[config.mk]
export PLATFORM = sky130hd
export DESIGN_NAME = phase_detector
export DESIGN_NICKNAME = d
export VERILOG_FILES = /design/src/rtl/adpll_pkg.sv /design/src/rtl/edge_sync.sv /design/src/rtl/phase_detector.sv
export SDC_FILE = /design/constraint.sdc
export NUM_CORES = 1
export LEC_CHECK = 0
export CAP_MARGIN = 15
export CORE_ASPECT_RATIO = 1.1
export CORE_MARGIN = 2
export CORE_UTILIZATION = 45
export CTS_CLUSTER_SIZE = 10
export DETAILED_ROUTE_END_ITERATION = 16
export PLACE_DENSITY = 0.65
export RECOVER_POWER = 25
export SLEW_MARGIN = 0
export SYNTH_ARGS = -nofsm -noshare
export SYNTH_HDL_FRONTEND = slang
export SYNTH_HIERARCHICAL = 1
export SYNTH_SLANG_ARGS = --single-unit
[constraint.sdc]
create_clock -name clk_i -period 3.22 [get_ports clk_i]
set_clock_uncertainty 0.15 [all_clocks]
set_input_delay 0.805 -clock clk_i [delete_from_list [all_inputs] [get_ports clk_i]]
set_output_delay 0.805 -clock clk_i [all_outputs]
set_load 0.05 [all_outputs]
[src/rtl/adpll_pkg.sv]
// Shared ADPLL definitions: phase detector state encoding, default error width
// and the feedback divider select encodings.
package adpll_pkg;

  typedef enum logic [1:0] {
    IDLE     = 2'd0,
    REF_LEAD = 2'd1,
    FB_LEAD  = 2'd2
  } pd_state_t;

  localparam int PD_CNT_W = 12;

  localparam logic [1:0] FB_SEL_DIV1 = 2'd0;
  localparam logic [1:0] FB_SEL_DIV2 = 2'd1;
  localparam logic [1:0] FB_SEL_DIV4 = 2'd2;
  localparam logic [1:0] FB_SEL_DIV8 = 2'd3;

endpackage

[src/rtl/edge_sync.sv]
// Two-flop synchronizer followed by a registered rising-edge detector; the
// pulse appears three clk_i edges after the input rises.
module edge_sync (
  input  logic clk_i,
  input  logic reset_i,
  input  logic sig_i,
  output logic pulse_o
);

  logic meta_q;
  logic sync_q;
  logic sync_d_q;

  always_ff @(posedge clk_i or posedge reset_i) begin
    if (reset_i) begin
      meta_q   <= 1'b0;
      sync_q   <= 1'b0;
      sync_d_q <= 1'b0;
      pulse_o  <= 1'b0;
    end else begin
      meta_q   <= sig_i;
      sync_q   <= meta_q;
      sync_d_q <= sync_q;
      pulse_o  <= sync_q & ~sync_d_q;
    end
  end

endmodule

[src/rtl/phase_detector.sv]
// Phase/frequency detector: measures the signed distance in clk_i cycles
// between synchronized reference and selected feedback rising edges.
module phase_detector
  import adpll_pkg::*;
#(
  parameter int CNT_W = PD_CNT_W
) (
  input  logic             clk_i,
  input  logic             reset_i,
  input  logic             ref_i,
  input  logic [3:0]       fb_i,
  input  logic [1:0]       fb_sel_i,
  output logic [CNT_W-1:0] err_o,
  output logic             err_valid_o,
  output logic             sat_o
);

  localparam logic [CNT_W-1:0] ONE         = CNT_W'(1);
  localparam logic [CNT_W-1:0] MAX_VAL     = {1'b0, {(CNT_W-1){1'b1}}};
  localparam logic [CNT_W-1:0] TIMEOUT_CNT = MAX_VAL - ONE;

  pd_state_t        state;
  pd_state_t        cur_state;
  logic [CNT_W-1:0] cnt;
  logic [CNT_W-1:0] mag;
  logic [1:0]       sel_q;
  logic [1:0]       blank_cnt;
  logic             sel_change;
  logic             fb_mux;
  logic             ref_e;
  logic             fb_raw_e;
  logic             fb_e;

  assign fb_mux = fb_i[fb_sel_i];

  edge_sync u_ref_sync (
    .clk_i   (clk_i),
    .reset_i (reset_i),
    .sig_i   (ref_i),
    .pulse_o (ref_e)
  );

  edge_sync u_fb_sync (
    .clk_i   (clk_i),
    .reset_i (reset_i),
    .sig_i   (fb_mux),
    .pulse_o (fb_raw_e)
  );

  // A select change aborts the running measurement and keeps mux glitches,
  // which reach fb_raw_e three cycles later, out of the FSM.
  assign sel_change = (fb_sel_i != sel_q);
  assign fb_e       = fb_raw_e & ~sel_change & (blank_cnt == 2'd0);
  assign cur_state  = sel_change ? IDLE : state;
  assign mag        = cnt + ONE;

  always_ff @(posedge clk_i or posedge reset_i) begin
    if (reset_i) begin
      state       <= IDLE;
      cnt         <= '0;
      err_o       <= '0;
      err_valid_o <= 1'b0;
      sat_o       <= 1'b0;
      sel_q       <= FB_SEL_DIV1;
      blank_cnt   <= 2'd0;
    end else begin
      err_valid_o <= 1'b0;
      sat_o       <= 1'b0;
      sel_q       <= fb_sel_i;
      if (sel_change) begin
        blank_cnt <= 2'd3;
      end else if (blank_cnt != 2'd0) begin
        blank_cnt <= blank_cnt - 2'd1;
      end

      case (cur_state)
        IDLE: begin
          cnt <= '0;
          if (ref_e && fb_e) begin
            err_o       <= '0;
            err_valid_o <= 1'b1;
            state       <= IDLE;
          end else if (ref_e) begin
            state <= REF_LEAD;
          end else if (fb_e) begin
            state <= FB_LEAD;
          end else begin
            state <= IDLE;
          end
        end

        REF_LEAD: begin
          if (fb_e) begin
            err_o       <= mag;
            err_valid_o <= 1'b1;
            cnt         <= '0;
            state       <= ref_e ? REF_LEAD : IDLE;
          end else if (ref_e) begin
            err_o       <= MAX_VAL;
            err_valid_o <= 1'b1;
            sat_o       <= 1'b1;
            cnt         <= '0;
          end else if (cnt == TIMEOUT_CNT) begin
            err_o       <= MAX_VAL;
            err_valid_o <= 1'b1;
            sat_o       <= 1'b1;
            cnt         <= '0;
            state       <= IDLE;
          end else begin
            cnt <= mag;
          end
        end

        FB_LEAD: begin
          if (ref_e) begin
            err_o       <= -mag;
            err_valid_o <= 1'b1;
            cnt         <= '0;
            state       <= fb_e ? FB_LEAD : IDLE;
          end else if (fb_e) begin
            err_o       <= -MAX_VAL;
            err_valid_o <= 1'b1;
            sat_o       <= 1'b1;
            cnt         <= '0;
          end else if (cnt == TIMEOUT_CNT) begin
            err_o       <= -MAX_VAL;
            err_valid_o <= 1'b1;
            sat_o       <= 1'b1;
            cnt         <= '0;
            state       <= IDLE;
          end else begin
            cnt <= mag;
          end
        end

        default: begin
          state <= IDLE;
          cnt   <= '0;
        end
      endcase
    end
  end

endmodule

After elaboration in Yosys (flattened, before gate mapping)
Cells that the tools add are included.

storage, ports and cells
  bits in registers = 40
  bits of input ports = 9
  output and inout port bits = 14
  logic and storage cells = 82

cells by class
  add/subtract/negate cells = 3
  $lt $le $gt $ge = 1
  eq/ne operators = 9
  mux-type cells = 39
  bitwise operators = 7
  reduce and logical (&&, ||, !) cells = 8

operators with widths
  kind                                                                           number
  12-bit 2-to-1 mux                                                              12
  12-bit case mux with 3 select lines                                            1
  12-bit case mux with 2 select lines                                            1
  2-bit 2-to-1 mux                                                               11
  12-bit by 1-bit adder with 12-bit output (second input constant)               1
  12-bit by 11-bit == test with 1-bit output (second input constant)             1
  12-bit negation                                                                1
  1-bit 2-to-1 mux                                                               10
  4-bit by 3-bit != test with 1-bit output (second input constant)               2
  2-bit case mux with 3 select lines                                             1
  1-bit AND                                                                      4
  2-bit logical NOT                                                              2
  4-bit AND reduction                                                            1
  2-bit nonzero test                                                             2
  2-bit by 3-bit less-than comparator with 1-bit output (second input constant)  1
  3-bit by 2-bit != test with 1-bit output (second input constant)               1
  3-bit != test (second input constant)                                          1
  1-bit NOT                                                                      3
  1-bit case mux with 3 select lines                                             1
  3-bit nonzero test                                                             1
  1-bit binary-select mux with 2-bit select                                      1
  2-bit by 1-bit == test with 1-bit output (second input constant)               1
  2-bit == test (second input constant)                                          1
  2-bit != test                                                                  1
  5 further kinds                                                                5

Longest topological paths before layout
  depth after elaboration = 8
  gate-level depth with buffers = 13
  mapped depth without buffers = 10

Cells and area by module
Netlist, hierarchy kept.

modules (own cells, without submodules)
  module          instances  cells each  area an instance (µm²)  seq. area each (µm²)
  phase_detector  1          263         2240.9                  800.8
  edge_sync       2          6           117.6                   100.1

Least setup slack after synthesis
OpenSTA, ideal clock, no wires.

  path kind = input to register
  start point = in fb_sel_i[1]
  end point = reg err_o[10]
  setup time = 120 ps
  data arrival time = 2990 ps
  data required time = 2950 ps
  slack = -40 ps
  cell stages on the path = 11
  path buffers = 1
  path through = xor2_1 -> nor2_1 -> and2_1 -> inv_1 -> ha_1 -> clkbuf_1 -> nor2_1 -> nor4_2 -> a211oi_2 -> mux2_2 -> a31o_2

on the way
  longest elaborated chain between the ends = 7
  elaborated cells on any way between the ends = 18
  those cells by class = 6 x eq/ne; 5 x mux; 3 x bitwise; 4 x reduce/logical

ends and longest elaborated chain
  element                                                                            RTL line                                     source
  from (decl)                                                                        phase_detector.sv:12                         input logic [1:0] fb_sel_i,
  2-bit != test (*)                                                                  phase_detector.sv:52                         assign sel_change = (fb_sel_i != sel_q);
  1-bit NOT                                                                          phase_detector.sv:53                         assign fb_e = fb_raw_e & ~sel_change & (blank_cnt == 2'd0);
  1-bit AND (2 in a row)                                                             phase_detector.sv:53
  12-bit 2-to-1 mux / 1-bit logical AND (equally long branches)                      phase_detector.sv:120, phase_detector.sv:79
  12-bit 2-to-1 mux / 2-bit != test (equally long branches)                          -
  12-bit case mux with 3 select lines / 4-bit AND reduction (equally long branches)  -
  to (signal assigned)                                                               phase_detector.sv:116                        err_o <= -mag;
  to (signal assigned)                                                               phase_detector.sv:121                        err_o <= -MAX_VAL;
  to (signal assigned)                                                               phase_detector.sv:126                        err_o <= -MAX_VAL;
  to (decl)                                                                          phase_detector.sv:13                         output logic [CNT_W-1:0] err_o,

Every way passes the cells marked *; elsewhere a longest branch is shown, timed or not.
A chain may end at the register's enable or synchronous reset.

Final worst setup path
  start point = in fb_sel_i[1]
  end point = reg err_o[11]

Same word-level chain as after synthesis.

==> flow_metrics.tcl <==
set metrics [dict create \
    slowest_delay_ns 0.43 \
    hold_violations 0 \
    final_layout_size_suffix_gt1_share_pct 13.82 \
    cpLargestDelayFamily "simple AND/OR/NAND/NOR gates" \
    cp_slowest_cell "clkdlybuf4s50_1" \
    pin_count 23 \
    firstDrtPassIters 4 \
    core.rowCount 28 \
    grt_pass1_vias 1991 \
    reg2reg_from "cnt[0]$_DFF_PP0_" \
    drc 0 \
    fin_util_pct 54.93 \
    coreArea_um2 5360 \
    worstPathMaxFanout 3 \
    post-place-ws_ns -0.1494 \
    viasPerCell 5.401 \
    clkTransAtPathRegs_ns 0.08 \
    worstPathCellList "clkdlybuf4s50_1 > xor2_1 > nor2_2 > and2_1 > inv_1 > ha_1 > nor2_2 > nor4_4 > a211o_1 > or3_1 > o221ai_2" \
    portBuffers 22 \
    syn_inst 275 \
    hp-class "reg -> reg" \
    crit_top_cell "nor2_2" \
    power.density_nw_per_um2 316.9 \
    hpwl_um 4200 \
    tightest_slew_ns 0.8078 \
    holdWs_ns 0.2011 \
    grt_max_degree 33 \
    final_antenna_net_count 0 \
    clock_latency_ns 0.30 \
    cts_root_buf "clkbuf_8" \
    dr.first_iter.drc_count 137 \
    synthAdderAreaFrac_pct 3.537 \
    critPathLaunchType "input port" \
    die-height_um 81.80 \
    synth-simple-area-share_pct 22.89 \
    cts.sinks 40 \
    max_freq_mhz 329.0 \
    peakVddDrop_mv 0.2996 \
    outcome "complete, no violations" \
    critPathCaptureType "register" \
    hold_start "u_fb_sync/meta_q$_DFF_PP0_" \
    yosys-top-cells-area "dfrtp_1 (40%), nand2_1 (5.0%), xnor2_1 (4.2%), nor2_1 (3.8%), ha_1 (3.5%)" \
    dieWidth_um 74.73 \
    wl_per_cell_um 14.92 \
    met2WireLength_um 2747 \
    synth_xor_area_share_pct 7.782 \
    synth_flop_cell "dfrtp_1" \
    cp.required_ns 3.29 \
    worstSetupPathType "in -> reg" \
    finalSetupViolations 0 \
    areaGrowthSynthToFinish_pct 18.90 \
    met3_wirelength_um 180 \
    synthMostInstantiatedCell "dfrtp_1" \
    syn_area_um2 2476 \
    dr.max_layer_used "met4" \
    slew_headroom_pct 46.15 \
    cts_tree "yes" \
    grt_antenna_before_repair 0 \
    muxShareOfSynthArea_pct 2.577 \
    ys_types 50 \
    leakage_uw 0.001285 \
    netlist.top_cell.by_area "dfrtp_1" \
    wl_met1_um 2627 \
    clk_path_buf_depth 2 \
    grt_overflow 0 \
    finalPower_uw 932.9 \
    setup_ws_ns 0.1809 \
    critPathBufInv 2 \
    period_share_pct 94.38 \
    ys_seq_elements 40 \
    synth-seq-area-share_pct 40.42 \
    start_util_pct 46.20 \
    avgSynthCellArea_um2 9.004 \
    gp_congestion 0.8413 \
    cts_made_buffers 5 \
    arrival_ns 3.11 \
    wl_um 5655 \
    cts.htree.levels 2 \
    crit_start "fb_sel_i[1]" \
    grt_first_pass_wirelength_um 9715 \
    synth_top_area_share_pct 40.42 \
    synth_top_family_by_area "simple AND/OR/NAND/NOR gates" \
    antenna_cells 0 \
    syn-num-nets 291 \
    synth-compound-area-share_pct 16.78 \
    fin_crit_ns 3.039 \
    async_flop_share_pct 100.0 \
    ys_warn_count 6 \
    dieArea_um2 6113 \
    synth_commonest_cells "dfrtp_1 (40), nand2_1 (33), nor2_1 (25)" \
    grt_usage_pct 21.18 \
    cap_violations 0 \
    rsz0062_at_grt "no" \
    slew_viol_final 0 \
    synth_edf_count 0 \
    final_nets 322 \
    vias 2047 \
]
==> metal layers <==
metal	up-vias	GRT usage, %
li1	1025	-
met1	974	28.99
met2	38	34.07
met3	10	3.313
met4	0	7.500
met5	-	0
==> metrics by stage <==
step / setup TNS [ns] / instance area (um^2) / std cells
2_1_floorplan: 0 / 2476 / 275
3_3_place_gp: -0.1827 / 2874 / 374
3_5_place_dp: -1.031 / 2874 / 374
4_1_cts: 0 / 2943 / 379
5_1_grt: 0 / 2944 / 379
6_report: 0 / 2944 / 379
==> state kept, by name, summed over array words and instances, names as in the netlist, 2 cells and up <==
signal,cells
blank_cnt,2
cnt,12
err_o,12
sel_q,2
state,2
==> repair_timing <==
action,in CTS,in global routing
hold buffers,0,0
endpoints found under the hold margin,0,0
endpoints found under the setup margin,0,3
resized for setup,0,4
setup buffers,0,0
==> layout by cell type (no fill, tap or decap), types with 6 or more instances in the layout <==
master / count
nand3_1: 9
clkdlybuf4s50_1: 20
buf_4: 23
and3_1: 6
inv_1: 14
dfrtp_1: 40
o21ai_0: 10
nand4_1: 6
nand2_1: 33
a21oi_1: 14
xnor2_1: 12
nor2_1: 22
xor2_1: 10
o31ai_1: 6
ha_1: 7
==> final cells by class <==
class	instances	area, um^2
Clock buffer	5	68.82
Timing Repair Buffer	46	397.9
Multi-Input combinational cell	199	1330
Inverter	14	52.55
Fill cell	503	2416
Sequential cell	40	1001
Tap cell	75	93.84
==> final timing paths <==
path                                                endpoint  slack, ns  cells after the start
worst max-delay path                   err_o[11]$_DFFE_PP0P_       0.18                     11
worst min-delay path              u_fb_sync/sync_q$_DFF_PP0_       0.20                      0
worst max register to register         err_o[11]$_DFFE_PP0P_       0.68                      7
worst min register to register    u_fb_sync/sync_q$_DFF_PP0_       0.20                      0
max in group asynchronous               err_o[4]$_DFFE_PP0P_       1.32                      3
min in group asynchronous       u_ref_sync/pulse_o$_DFF_PP0_       0.72                      2
==> kinds of logic after synthesis <==
group | count (synthesis)
multiplexers | 5
AO/OA/AOI/OAI | 60
buffers and inverters | 36
flip-flops | 40
XOR/XNOR | 22
AND/OR/NAND/NOR | 105
adder cells (fa/ha/maj) | 7
==> report_power, final <==
part | internal [uW] | leakage (uW) | total [uW] | switching (uW)
clock | 140 | 0.0000359 | 306 | 166
sequential | 518 | 0.000528 | 526 | 8.71
combinational | 43.6 | 0.000721 | 101 | 56.9
No activity file was read; power rests on OpenSTA's default activity.
==> variant 1 (same flow settings) <==
The 3 states of `pd_state_t` get a one-hot encoding in 3 bits.
--- a/src/rtl/adpll_pkg.sv
+++ b/src/rtl/adpll_pkg.sv
@@ -2,10 +2,10 @@
 // and the feedback divider select encodings.
 package adpll_pkg;
 
-  typedef enum logic [1:0] {
-    IDLE     = 2'd0,
-    REF_LEAD = 2'd1,
-    FB_LEAD  = 2'd2
+  typedef enum logic [2:0] {
+    IDLE     = 3'b001,
+    REF_LEAD = 3'b010,
+    FB_LEAD  = 3'b100
   } pd_state_t;
 
   localparam int PD_CNT_W = 12;
Function: no difference found for any inputs over 10 cycles, from zero or initial values and one cycle with reset_i high; not proved beyond that.
==> variant 1 against the unedited design <==
- sequential cell count up 1
- sequential share of layout area is 1.1 points higher
- first-iteration DRC count up 10%
- design area is 0.47% lower
- critical path depth down 1
- total power rose by 29%
- synthesized area shrank 1.2%
- wire length fell by 8.4%
- setup slack gained 130 ps
==> variant 1: results (changes against the unedited design) <==
| Metric | Value |
|---|---|
| Post-layout nets | `307 (-4.7%)` |
| Clock share of power | `40.3% (+7.5 points)` |
| Syn_nets | `276 (-5.2%)` |
| Ranking of synthesized cells by area | `dfrtp_1 41%, a21oi_1 4.7%, xnor2_1 4.3%` |
| Maximum number of pins on one net before global-route repair | `34 (+3.0%)` |
| LEAKAGE | `1.22 nW (-5.3%)` |
| Post-Place Setup Slack | `6.40 ps (+156 ps)` |
| Post-DP HPWL | `3870 um (-7.8%)` |
| Yosys cell types | `58 (+16%)` |
| Max_cap viols | `0 (unchanged)` |
| Via count | `1970 (-3.8%)` |
| Final GP Congestion | `0.829 (-1.5%)` |
| CP Data Arrival Time | `2930 ps (-180 ps)` |
| First-pass GRT wire length | `9090 um (-6.4%)` |
| Status | `finished, final reports clean` |
| Vias in the first global route | `1889 (-5.1%)` |
| Biggest regs | `cnt (12), err_o (12), state (3)` |
| Worst-path fanout max | `7 (+4)` |
| DR iter-0 viols | `151 (+10%)` |
| Global routing usage on met1 | `28.5% (-0.47 points)` |
| Final WL | `5180 um (-8.4%)` |
| Switching Share | `24.3% (-0.50 points)` |
| Clock buffer count from CTS | `5 (unchanged)` |
| Clock slew seen by the registers of the worst setup and hold paths | `80 ps (about the same)` |
| Worst slew pin tran | `812 ps (+4.23 ps)` |
| Met2 Use GR | `28.9% (-5.1 points)` |
| Number of fill cells | `477 (-5.2%)` |
| Synth top cells by count | `40 x dfrtp_1, 24 x nand2_1, 23 x a21oi_1, 22 x nor2_1, 12 x xnor2_1` |
| Initial antenna violation count | `0 (unchanged)` |
| Peak supply drop | `341 uV (+14%)` |
| Sequential-to-total area share from yosys stat | `42.0% (+1.6 points)` |
| Top delay family on crit path | `compound AO/OA/AOI/OAI gates` |
| Combinational power | `0.158 mW (+56%)` |
| M3 GR Usage | `4.96% (+1.6 points)` |
| CP peak stage delay | `480 ps (+50 ps)` |
| Ratio of cells with drive above 1 in the final layout | `13.7% (-0.070 points)` |
| Synth warnings | `6 (unchanged)` |
| GRT Util Overall | `19.7% (-1.5 points)` |
variant 1: metal layers:
metal / routed length (um) / vias up
met5: 0 / -
met4: 92 / 0
met3: 284 / 10
met2: 2340 / 67
met1: 2460 / 915
li1: - / 978
variant 1: cells by family after synthesis:
family,share of synthesized area [%]
AND/OR/NAND/NOR,21.2
AO/OA/AOI/OAI,17.3
flip-flops,42.0
buffers and inverters,5.01
XOR/XNOR,8.54
adder cells (fa/ha/maj),4.09
multiplexers,1.79
variant 1: layout make-up:
cell class              count  area (um^2)  area share (%)
repair buffers             37          343            11.7
clock inverters             3         65.1            2.22
clock buffers               5         68.8            2.35
flip-flops and latches     41         1030            35.1
inverters                  13         48.8            1.67
well taps                  75         93.8            3.20
multi-input cells         192         1280            43.8
variant 1: metrics by stage:
step / utilization (%) / std cells / total power, mW / instance area (um^2) / hold slack (ps)
after floorplan: - / 259 / 0.670 / 2450 / 181
after global placement: 52.8 / 358 / 0.733 / 2810 / 184
after detailed placement: 52.8 / 358 / 0.734 / 2810 / 186
after CTS: 55.3 / 366 / 1.22 / 2950 / 209
after global routing: 55.0 / 366 / 1.26 / 2930 / 215
final: 55.0 / 366 / 1.20 / 2930 / 207
variant 1: path summary, 6_finish.rpt:
kind                                   start                   to  slack [ps]  depth (start not counted)
setup reg to reg                      cnt[1]            err_o[11]         560                          7
hold reg to reg            u_ref_sync/meta_q    u_ref_sync/sync_q         210                          0
hold / removal             u_ref_sync/meta_q    u_ref_sync/sync_q         210                          0
min in group asynchronous            reset_i  u_ref_sync/sync_d_q         730                          2
max in group asynchronous            reset_i               cnt[2]        1310                          3
setup / recovery                 fb_sel_i[0]             state[0]         310                         10
==> variant 2 (same settings) <==
Without the edit above. The package constant `PD_CNT_W` goes from 12 to 6.
--- a/src/rtl/adpll_pkg.sv
+++ b/src/rtl/adpll_pkg.sv
@@ -8,7 +8,7 @@
     FB_LEAD  = 2'd2
   } pd_state_t;
 
-  localparam int PD_CNT_W = 12;
+  localparam int PD_CNT_W = 6;
 
   localparam logic [1:0] FB_SEL_DIV1 = 2'd0;
   localparam logic [1:0] FB_SEL_DIV2 = 2'd1;
Ports: changed (resized err_o); port bits go from 23 to 17. No check against the original RTL was run, so the function may have changed too.
==> variant 2 against the unedited design <==
- global-route usage is 3.6 points lower
- synthesized area is 34% lower
- design area is 37% lower
- first-iteration DRC count is 64% lower
- total power is 35% lower
- sequential cell count is 12 lower
- setup slack better by 170 ps
- wire length is 45% lower
==> variant 2: results (changes against the unedited design) <==
| Metric | Value |
|---|---|
| Ratio of cells with drive above 1 in the final layout | `9.14% (-4.7 points)` |
| LEAKAGE | `0.846 nW (-34%)` |
| Maximum number of pins on one net before global-route repair | `21 (-36%)` |
| CP peak stage delay | `630 ps (+200 ps)` |
| Non-filler cells, final | `234 (-38%)` |
| Post-Place Setup Slack | `63.4 ps (+213 ps)` |
| Cell Area, Placed | `1840 um^2 (-36%)` |
| Ranking of synthesized cells by area | `dfrtp_1 43%, ha_1 6.1%, nand2_1 4.4%` |
| Number of fill cells | `349 (-31%)` |
| Final GP Congestion | `0.797 (-5.3%)` |
| Peak supply drop | `196 uV (-34%)` |
| Post-CTS setup buffers | `0 (unchanged)` |
| Hold_sp | `u_ref_sync/meta_q` |
| Post-DP HPWL | `2460 um (-41%)` |
| Reg2Reg Launch Point | `cnt[0]` |
| Final WL | `3120 um (-45%)` |
| GRT Util Overall | `17.5% (-3.6 points)` |
| Biggest regs | `cnt (6), err_o (6)` |
| Clock buffer count from CTS | `3 (-2)` |
| CP Data Arrival Time | `2950 ps (-160 ps)` |
| DR iter-0 viols | `49 (-64%)` |
| Post-layout nets | `204 (-37%)` |
| Vias in the first global route | `1243 (-38%)` |
| Sequential-to-total area share from yosys stat | `42.9% (+2.5 points)` |
| Via count | `1256 (-39%)` |
| IO Port Bufs | `16 (-27%)` |
| Clock slew seen by the registers of the worst setup and hold paths | `140 ps (+60 ps)` |
| Worst-Skew Late Latency | `330 ps (+30 ps)` |
| Synth top cells by count | `28 x dfrtp_1, 19 x nand2_1, 15 x nor2_1, 14 x inv_1, 9 x a21oi_1` |
| Status | `finished, final reports clean` |
| CP max-delay cell | `dlygate4sd3_1` |
| Syn_nets | `186 (-36%)` |
| Worst-path fanout max | `7 (+4)` |
| First-pass GRT wire length | `5330 um (-45%)` |
| Worst slew pin tran | `779 ps (-28.3 ps)` |
[variant 2: cell types whose count changed in the layout (fill, tap and decap cells not counted), moves of 4 or more]
cell	change
a21oi_1	-5
buf_4	-16
clkbuf_8	-4
clkdlybuf4s50_1	-7
dfrtp_1	-12
nand2_1	-14
nand3_1	-6
nand4_1	-5
nor2_1	-7
o2111ai_1	-4
o21ai_0	-6
xnor2_1	-6
xor2_1	-5
[variant 2: layout make-up]
type | count | area, um^2 | share of cell area, %
multi-input combinational | 117 | 800 | 42.9
sequential | 28 | 701 | 37.6
timing repair buffer | 23 | 213 | 11.4
tap | 48 | 60.1 | 3.23
inverter | 14 | 52.6 | 2.82
clock buffer | 4 | 36.3 | 1.95
[variant 2: cell families after synthesis]
family | Yosys count | share of synthesized area, %
XOR/XNOR | 11 | 5.90
flip-flops | 28 | 42.9
AND/OR/NAND/NOR | 53 | 16.8
buffers and inverters | 24 | 7.27
AO/OA/AOI/OAI | 43 | 18.7
multiplexers | 2 | 2.30
adder cells (fa/ha/maj) | 8 | 6.13
[variant 2: per-layer routing]
layer  track usage, %  vias to the layer above  part of all wire [%]
li1                 -                      618                     -
met1             22.2                      609                    45
met4             6.12                        0                   2.0
met5                0                        -                     0
met2             30.6                       22                    50
met3             2.11                        7                   2.9
[variant 2: path summary, 6_finish.rpt]
kind / slack (ps) / end / cells after the start
min in group asynchronous: 680 / u_fb_sync/sync_q / 2
hold reg to reg: 220 / u_ref_sync/sync_q / 0
hold / removal: 220 / u_ref_sync/sync_q / 0
setup / recovery: 350 / state[1] / 11
max in group asynchronous: 1490 / err_o[5] / 2
setup reg to reg: 730 / err_o[5] / 7
[variant 2: critical path, delay by kind of cell]
kind / cells / cell delay [ps]
compound gates: 3 / 540
simple gates: 3 / 350
xor+xnor: 1 / 210
fa+ha+maj: 1 / 190
buf+inv: 3 / 870
[variant 2: report_power, final]
part           internal [mW]  switching [mW]
Combinational         0.0308          0.0345
Clock                 0.0693          0.0982
Sequential             0.365         0.00756
Total                  0.465           0.140
